**config.mk**
```make
export PLATFORM = sky130hd
export DESIGN_NAME = matrix_scan_controller
export DESIGN_NICKNAME = d
export VERILOG_FILES = /design/src/rtl/matrix_pkg.sv /design/src/rtl/matrix_frame_buffer.sv /design/src/rtl/matrix_scan_controller.sv
export SDC_FILE = /design/constraint.sdc
export NUM_CORES = 1
export LEC_CHECK = 0
export CAP_MARGIN = 15
export CORE_MARGIN = 1.5
export CORE_UTILIZATION = 57
export DETAILED_ROUTE_END_ITERATION = 10
export HOLD_SLACK_MARGIN = 0.08
export MAX_ROUTING_LAYER = met4
export PLACE_DENSITY = 0.88
export SLEW_MARGIN = 10
export SYNTH_ARGS = -nofsm -noshare
export SYNTH_HDL_FRONTEND = slang
export SYNTH_HIERARCHICAL = 1
export SYNTH_SLANG_ARGS = --single-unit
```
**constraint.sdc**
```tcl
create_clock -name clk -period 4.2 [get_ports clk]
set_input_delay 0.84 -clock clk [delete_from_list [all_inputs] [get_ports clk]]
set_output_delay 0.84 -clock clk [all_outputs]
set_load 0.01 [all_outputs]
```
**src/rtl/matrix_pkg.sv**
```systemverilog
// rtl/matrix_pkg.sv - shared scan states, column map and sizes for the matrix scanner
package matrix_pkg;

  localparam int NUM_COLS = 5;
  localparam int COL_W    = 3;
  localparam int ROW_W    = 7;

  typedef enum logic [1:0] {
    ST_IDLE  = 2'd0,
    ST_BLANK = 2'd1,
    ST_DRIVE = 2'd2
  } scan_state_t;

  // Columns 0/4 and 1/3 share a row multiplexer group; column 2 has its own.
  function automatic logic [2:0] ring_for_col(input logic [COL_W-1:0] col);
    case (col)
      3'd0, 3'd4: return 3'b100;
      3'd1, 3'd3: return 3'b010;
      3'd2:       return 3'b001;
      default:    return 3'b000;
    endcase
  endfunction

endpackage

```
**src/rtl/matrix_frame_buffer.sv**
```systemverilog
// rtl/matrix_frame_buffer.sv - shadow/active row data pair with pending flag
module matrix_frame_buffer
  import matrix_pkg::*;
(
  input  logic             clk,
  input  logic             reset,
  input  logic             load,
  input  logic             apply,
  input  logic [ROW_W-1:0] next_col_2,
  input  logic [ROW_W-1:0] next_col_1,
  input  logic [ROW_W-1:0] next_col_0,
  output logic [ROW_W-1:0] col_2,
  output logic [ROW_W-1:0] col_1,
  output logic [ROW_W-1:0] col_0,
  output logic             load_ack
);

  logic [ROW_W-1:0] shadow_2;
  logic [ROW_W-1:0] shadow_1;
  logic [ROW_W-1:0] shadow_0;
  logic             pending;

  // Promote the shadow only if it was pending before this boundary; a load on
  // the boundary itself lands in the shadow and waits for the next frame.
  always_ff @(posedge clk) begin
    if (reset) begin
      shadow_2 <= '0;
      shadow_1 <= '0;
      shadow_0 <= '0;
      col_2    <= '0;
      col_1    <= '0;
      col_0    <= '0;
      pending  <= 1'b0;
      load_ack <= 1'b0;
    end else begin
      load_ack <= apply && pending;
      if (apply && pending) begin
        col_2 <= shadow_2;
        col_1 <= shadow_1;
        col_0 <= shadow_0;
      end
      if (load) begin
        shadow_2 <= next_col_2;
        shadow_1 <= next_col_1;
        shadow_0 <= next_col_0;
        pending  <= 1'b1;
      end else if (apply) begin
        pending  <= 1'b0;
      end
    end
  end

endmodule

```
**src/rtl/matrix_scan_controller.sv**
```systemverilog
// rtl/matrix_scan_controller.sv - five-column LED matrix scan FSM with frame-synchronous data swap
module matrix_scan_controller
  import matrix_pkg::*;
#(
  parameter int CLK_DIV      = 4,
  parameter int BLANK_CYCLES = 1
) (
  input  logic             clk,
  input  logic             reset,
  input  logic             enable,
  input  logic             load,
  input  logic [ROW_W-1:0] next_col_2,
  input  logic [ROW_W-1:0] next_col_1,
  input  logic [ROW_W-1:0] next_col_0,
  output logic [2:0]       ring_counter,
  output logic [ROW_W-1:0] col_2,
  output logic [ROW_W-1:0] col_1,
  output logic [ROW_W-1:0] col_0,
  output logic [4:0]       col_en_n,
  output logic             frame_start,
  output logic             load_ack
);

  localparam logic [15:0]      BLANK_LAST = 16'(BLANK_CYCLES - 1);
  localparam logic [15:0]      DRIVE_LAST = 16'(CLK_DIV - BLANK_CYCLES - 1);
  localparam logic [COL_W-1:0] LAST_COL   = COL_W'(NUM_COLS - 1);

  scan_state_t      state;
  logic [COL_W-1:0] col;
  logic [COL_W-1:0] next_col;
  logic [15:0]      dwell;
  logic             frame_enter;

  assign next_col = (col == LAST_COL) ? '0 : col + 1'b1;

  // Edges that land in the first blank cycle of column 0: start-up or wrap.
  assign frame_enter = enable &&
                       ((state == ST_IDLE) ||
                        (state == ST_DRIVE && dwell == DRIVE_LAST && col == LAST_COL));

  // Scan FSM with registered column enables, group select and frame pulse.
  always_ff @(posedge clk) begin
    if (reset || !enable) begin
      state        <= ST_IDLE;
      col          <= '0;
      dwell        <= '0;
      ring_counter <= 3'b000;
      col_en_n     <= 5'b11111;
      frame_start  <= 1'b0;
    end else begin
      frame_start <= 1'b0;
      case (state)
        ST_IDLE: begin
          state        <= ST_BLANK;
          col          <= '0;
          dwell        <= '0;
          ring_counter <= ring_for_col('0);
          col_en_n     <= 5'b11111;
          frame_start  <= 1'b1;
        end
        ST_BLANK: begin
          if (dwell == BLANK_LAST) begin
            state    <= ST_DRIVE;
            dwell    <= '0;
            col_en_n <= ~(5'd1 << col);
          end else begin
            dwell <= dwell + 16'd1;
          end
        end
        ST_DRIVE: begin
          if (dwell == DRIVE_LAST) begin
            state        <= ST_BLANK;
            dwell        <= '0;
            col          <= next_col;
            ring_counter <= ring_for_col(next_col);
            col_en_n     <= 5'b11111;
            frame_start  <= (next_col == '0);
          end else begin
            dwell <= dwell + 16'd1;
          end
        end
        default: begin
          state <= ST_IDLE;
          dwell <= '0;
        end
      endcase
    end
  end

  matrix_frame_buffer u_frame_buffer (
    .clk        (clk),
    .reset      (reset),
    .load       (load),
    .apply      (frame_enter),
    .next_col_2 (next_col_2),
    .next_col_1 (next_col_1),
    .next_col_0 (next_col_0),
    .col_2      (col_2),
    .col_1      (col_1),
    .col_0      (col_0),
    .load_ack   (load_ack)
  );

endmodule

```
==> reports/results.ini, run 1 <==
[outcome]
status = finished, final reports clean

[worst_hold_path]
hold_start = u_frame_buffer/shadow_2[6]$_SDFFE_PP0P_
min_path_cells = 2
hp-class = register to register
min_to = u_frame_buffer/col_2[6]$_SDFFE_PP0P_

[sta]
hold_viol = 0
tightest_slew_ps = 734
timing.final.crit_period_ps = 2290
relSlewSlack = 0.510
drv_slew = 0
setup_tns_ps = 0
fmax_mhz = 436
rsz0062_at_grt = no
setup_viol = 0
skew_ps = 8.34
layout_worst_path_cycle_share = 0.546

[worst_setup_path]
r2r_slack_ps = 1910
required_ps = 4420
rr_startpoint = dwell[5]$_SDFF_PP0_
rr_endpoint = u_frame_buffer/col_1[6]$_SDFFE_PP0P_
cp-end-kind = register
slowest_delay_ps = 430
path_cells = nor4_4, nand4_2, nor3_1, o21a_1, buf_4, a21bo_1, a21oi_2
worstSetupPathType = register to register
start_kind = register
critical-path-slowest-cell = nor4_4
crit_arrival_ps = 2510
r2r_cells = 7
worstPathMaxFanout = 44

[detailed_routing]
drtIter0Drc = 145
num_vias = 2708
via_per_inst = 5.64
routed_wl_um = 7090
drt-pass1-iter-count = 5
wl_per_cell_um = 14.8
drc = 0
final_antenna_net_count = 0

[placement]
hpwl_um = 4490
io_buffers = 55
place_area_sq_um = 3950
dp_cells = 464
place.gp.congestion = 0.869

[clocking]
htree_levels = 3
cts_tree = done
cts_sinks = 74
clk_path_buf_depth = 2
numCtsBuffers = 9
cts_setup_buffers = 0
worstSkewPairLatency_ps = 350
cts_resized = 0
path_clk_slew_ps = 70
cts_hold_buf = 0
ctsRootBufferMaster = clkbuf_8

[logic_synthesis]
async_flop_share = 0
synth.cell_area_sq_um = 3450
ys_seq_area_frac = 0.430
yosys-top-cells-count = dfxtp_1 (74), nor2_1 (41), nand3_1 (29), mux2i_1 (24)
synth_top_area_cell = dfxtp_1
synth_adder_area_share = 0.0435
synth_cell_types = 46
synth_flop_cell = dfxtp_1
synth_compound_area_frac = 0.179
synthTopCellsByArea = dfxtp_1 (43%), mux2i_1 (7.0%), a21bo_1 (5.2%)
synth_edf_count = 0
synth_top_family_by_area = simple AND/OR/NAND/NOR gates
yosys_warnings = 6
synthCells = 353
muxShareOfSynthArea = 0.0697
synth_nets = 390
synth_xor_area_frac = 0.0254
synth_seq_cells = 74
netlist.area_leader.share = 0.430
yosysMostFrequentCell = dfxtp_1
synth_area_per_cell_sq_um = 9.77
synth_simple_gate_area_share = 0.189

[die]
start_util = 0.586
core-area_sq_um = 5890
ios = 56
rows = 28
die_area_sq_um = 6530
die_h_um = 80.8
die_x_um = 80.8

[grt]
grt_pass1_wl_um = 11600
grt_pass1_vias = 2565
grt_max_degree = 47
grt_overflow_total = 0
grt_use_total = 0.237
antenna_found_initial = 0

[layout]
n_antenna_cell = 0
finalInstanceArea_sq_um = 4200
drive_gt1_frac = 0.119
final_nets = 437
area_delta_synth_final_pct = 21.8
stdcell_count = 480

[power_and_ir_drop]
pwr_density_cell_nw_per_um2 = 366
max-vdd-ir-drop_mv = 0.204
power.leakage_nw = 1.56

[flow_run]
drv_cap = 0

==> metrics by stage <==
step	util	hold slack (ps)	setup WS, ps	power [mW]
after floorplan	-	441	2380	0.830
after global placement	0.671	449	1730	0.862
after detailed placement	0.671	461	1700	0.867
after CTS	0.714	471	1930	1.55
after global routing	0.714	492	1740	1.59
final	0.714	468	1910	1.54
==> power breakdown <==
group / internal, mW / switching, mW / total (mW)
sequential: 0.720 / 0.0114 / 0.732
combinational: 0.0566 / 0.0634 / 0.120
clock: 0.427 / 0.259 / 0.687
==> routing by layer <==
metal,global-route usage,routed length (um)
met5,-,0
met2,0.382,3440
met3,0.0551,336
met4,0.117,155
met1,0.277,3160
==> cells in the final DEF, fill, tap and decap left out, drive strengths merged, types with 5 or more instances in the layout <==
master          n
a21bo          21
a21oi          36
buf             5
clkbuf         12
clkdlybuf4s50  54
dfxtp          74
ha             12
inv            13
mux2i          24
nand2          12
nand3          29
nor2           41
nor3            6
o211ai          6
o21ai           5
xor2            7
==> logic make-up after synthesis <==
group,count (synthesis)
and+or+nand+nor,120
muxes,24
xor gates and xnor gates,10
adders and majority gates,12
DFF,74
AOI/OAI and AO/OA,77
buffers and inverters,36
==> worst max-delay path by stage <==
stage | start | to | slack [ps] | depth (start not counted)
finish | dwell[5]$_SDFF_PP0_ | u_frame_buffer/col_1[6]$_SDFFE_PP0P_ | 1910 | 7
global route | dwell[5]$_SDFF_PP0_ | u_frame_buffer/col_0[6]$_SDFFE_PP0P_ | 1740 | 7
CTS | dwell[5]$_SDFF_PP0_ | u_frame_buffer/col_2[6]$_SDFFE_PP0P_ | 1930 | 7
detailed placement | reset | col_en_n[4]$_SDFFE_PP1P_ | 1700 | 6
global placement | reset | col_en_n[3]$_SDFFE_PP1P_ | 1730 | 6
floorplan | dwell[5]$_SDFF_PP0_ | u_frame_buffer/col_1[1]$_SDFFE_PP0P_ | 2380 | 8
==> critical path: cells and delay by family (launching register included) <==
kind,cells,cell delay [ps]
compound gates,3,400
buf+inv,1,390
flops,1,390
simple gates,3,970
==> final cells by class <==
type,instances,area (sq um)
clock inverter,4,97.6
timing repair buffer,59,576
multi-input combinational,243,1750
inverter,13,48.8
clock buffer,12,155
sequential,74,1480
fill,441,1690
tap,75,93.8
==> sequential cells by signal, indices dropped and copies added (netlist names) <==
register                 count
state                        2
u_frame_buffer/col_0         7
u_frame_buffer/shadow_2      7
col_en_n                     5
col                          3
u_frame_buffer/col_2         7
u_frame_buffer/shadow_1      7
u_frame_buffer/col_1         7
u_frame_buffer/pending       1
dwell                       16
frame_start                  1
u_frame_buffer/shadow_0      7
ring_counter                 3
u_frame_buffer/load_ack      1
No activity file was read; power rests on OpenSTA's default activity.
==> inputs of run 2 (changes only) <==
CORE_UTILIZATION = 48   (was 57)
PLACE_DENSITY = 0.8   (was 0.88)
clock period = 1.8 ns   (was 4.2 ns; I/O delays follow)
==> run 2 against run 1 <==
Critical path type unchanged. Sequential power increased by 130%. Global-route usage is 2.6 points lower. Fmax is 24% higher. Core utilization shrank 2.3 points. Total power is 120% higher. Register-to-register slack got worse by 2000 ps. Wire length grew 13%. Hold slack worse by 91 ps. The run now ends with setup timing left. Worst setup slack lost 2000 ps. Flip-flop and latch count is the same.
==> reports/results.ini, run 2 (synthesis results as in run 1) <==
[layout]
finalInstanceArea_sq_um = 4740  ; +13%
top_register = dwell
final_nets = 473  ; +8.2%
largest_register_ffs = 16  ; unchanged
layout_common_cells = dfxtp_1 (69), clkdlybuf4s50_1 (54), nor2_1 (31), buf_4 (31), nand3_1 (26)
n_antenna_cell = 0  ; unchanged
drive_gt1_frac = 0.256  ; +0.138
stdcell_count = 537  ; +12%
mostFrequentLayoutCell = dfxtp_1
area_delta_synth_final_pct = 37.6
fin_util = 0.691  ; -0.0231

[clocking]
htree_levels = 3  ; unchanged
cts_tree = done
ctsRootBufferMaster = clkbuf_8
numCtsBuffers = 9  ; unchanged
clk_path_buf_depth = 2  ; unchanged
cts_sinks = 74  ; unchanged
worstSkewPairLatency_ps = 350  ; about the same
path_clk_slew_ps = 80  ; about the same

[detailed_routing]
drt-pass1-iter-count = 4  ; -1
drtIter0Drc = 83  ; -43%
num_vias = 2867  ; +5.9%
routed_wl_um = 8030  ; +13%
final_antenna_net_count = 0  ; unchanged
wl_per_cell_um = 14.9  ; +1.2%
via_per_inst = 5.34  ; -5.4%
drc = 0  ; unchanged

[die]
start_util = 0.502  ; -0.0839
ios = 56  ; unchanged
die_x_um = 87.8  ; +8.6%
die_h_um = 87.8  ; +8.6%
core-area_sq_um = 6870  ; +17%
die_area_sq_um = 7700  ; +18%
rows = 30  ; +7.1%

[sta]
fmax_mhz = 542  ; +24%
layout_worst_path_cycle_share = 1.02  ; +0.479
setup_viol = 21  ; +21
timing.final.crit_period_ps = 1840  ; -447 ps
hold_viol = 0  ; unchanged
tightest_slew_ps = 495  ; -238 ps
worst_slack_ps = -44.0  ; -1950 ps
skew_ps = 8.61  ; +0.271 ps
setup_tns_ps = -323  ; -323 ps
relSlewSlack = 0.669  ; +0.160
drv_slew = 0  ; unchanged
rsz0062_at_grt = yes

[worst_setup_path]
worstPathMaxFanout = 11  ; -75%
r2r_cells = 7  ; unchanged
start_kind = register
rr_endpoint = u_frame_buffer/col_1[1]$_SDFFE_PP0P_
required_ps = 2020  ; -2400 ps
worstSetupPathType = register to register
r2r_slack_ps = -40  ; -1950 ps
crit_arrival_ps = 2060  ; -450 ps
startpoint = dwell[5]$_SDFF_PP0_
cp-end-kind = register
rr_startpoint = dwell[5]$_SDFF_PP0_

[placement]
dp_cells = 515  ; +11%
place.gp.congestion = 0.934  ; +7.5%
place_area_sq_um = 4250  ; +7.8%
post-place-ws_ps = -85.7  ; -1780 ps
hpwl_um = 5040  ; +12%
io_buffers = 55  ; unchanged

[power_and_ir_drop]
power.leakage_nw = 1.78  ; +14%
combinationalPowerShare = 0.106  ; +0.028
seq_power_share = 0.512  ; +0.036
pwr_density_cell_nw_per_um2 = 704  ; +92%
p_int_mw = 2.51  ; +110%
p_sw_frac = 0.249  ; +0.0316
netSwitchingPower_mw = 0.831  ; +150%
power_frac_clock = 0.382  ; -0.064
max-vdd-ir-drop_mv = 0.397  ; +95%

[worst_hold_path]
min_to = u_frame_buffer/col_2[3]$_SDFFE_PP0P_
min_path_cells = 3  ; +1
hold_start = reset
hp-class = primary input to register

[grt]
antenna_found_initial = 0  ; unchanged
grt_use_total = 0.211  ; -0.0256
grt_max_degree = 33  ; -30%
grt_overflow_total = 0  ; unchanged
grt_pass1_vias = 2687  ; +4.8%
grt_pass1_wl_um = 12300  ; +6.2%

[outcome]
status = finished, violations left
violations = setup timing

[flow_run]
drv_cap = 0  ; unchanged

==> run 2: cell types whose count changed in the layout (fill, tap and decap cells not counted), sizes merged <==
cell	before	now
buf	5	38
clkinv	0	3
bufinv	3	1
clkbuf	12	13
inv	13	14
==> run 2: worst max-delay path by stage <==
stage                                                 endpoint  slack, ps  cells after the start
after detailed placement  u_frame_buffer/col_2[2]$_SDFFE_PP0P_        -90                      7
after CTS                 u_frame_buffer/col_0[1]$_SDFFE_PP0P_        -20                      7
after global routing      u_frame_buffer/col_1[1]$_SDFFE_PP0P_       -190                      7
final                     u_frame_buffer/col_1[1]$_SDFFE_PP0P_        -40                      7
after floorplan           u_frame_buffer/col_0[0]$_SDFFE_PP0P_         -3                      8
after global placement    u_frame_buffer/col_2[4]$_SDFFE_PP0P_        0.5                      7
==> run 2: area by class of cell <==
type | count | area, sq um
multi-input combinational | 243 | 1920
clock inverter | 6 | 65.1
tap | 96 | 120
timing repair buffer | 95 | 972
inverter | 13 | 48.8
sequential | 74 | 1490
clock buffer | 10 | 128
fill | 501 | 2130
==> run 2: power groups by stage <==
stage	registers, mW	logic [mW]	clock network, mW
final	1.71	0.354	1.28
after global routing	1.72	0.378	1.36
after CTS	1.71	0.317	1.30
after detailed placement	1.75	0.298	0
after global placement	1.75	0.291	0
after floorplan	1.74	0.199	0
==> run 2: per-stage QoR <==
stage | hold WS (ps) | power (mW)
floorplan | 441 | 1.94
global route | 383 | 3.46
finish | 378 | 3.34
detailed placement | 460 | 2.05
global placement | 449 | 2.04
CTS | 363 | 3.33
==> run 2: per-layer routing <==
| metal | track usage | routed length [um] | vias up |
|---|---|---|---|
| met2 | 0.352 | 4040 | 77 |
| met5 | - | 0 | - |
| met3 | 0.0641 | 388 | 9 |
| met1 | 0.242 | 3520 | 1366 |
| met4 | 0.0664 | 82 | 0 |
| li1 | - | - | 1415 |
==> run 2: critical path, stage by stage, from the launching register on <==
cell     delay [ps]
dfxtp_2         340
nor4_4          350
nand4_2         190
nor3_2          200
o21a_4          240
buf_12          150
a21bo_1         160
a21oi_2          70
==> run 2: repair_timing <==
action | 4_1_cts | 5_1_grt
hold buffers | 0 | 0
setup buffers | 1 | 1
pin swaps | 3 | 15
gates resized for setup | 3 | 40
endpoints found under the setup margin | 24 | 44
cloned | 1 | 3
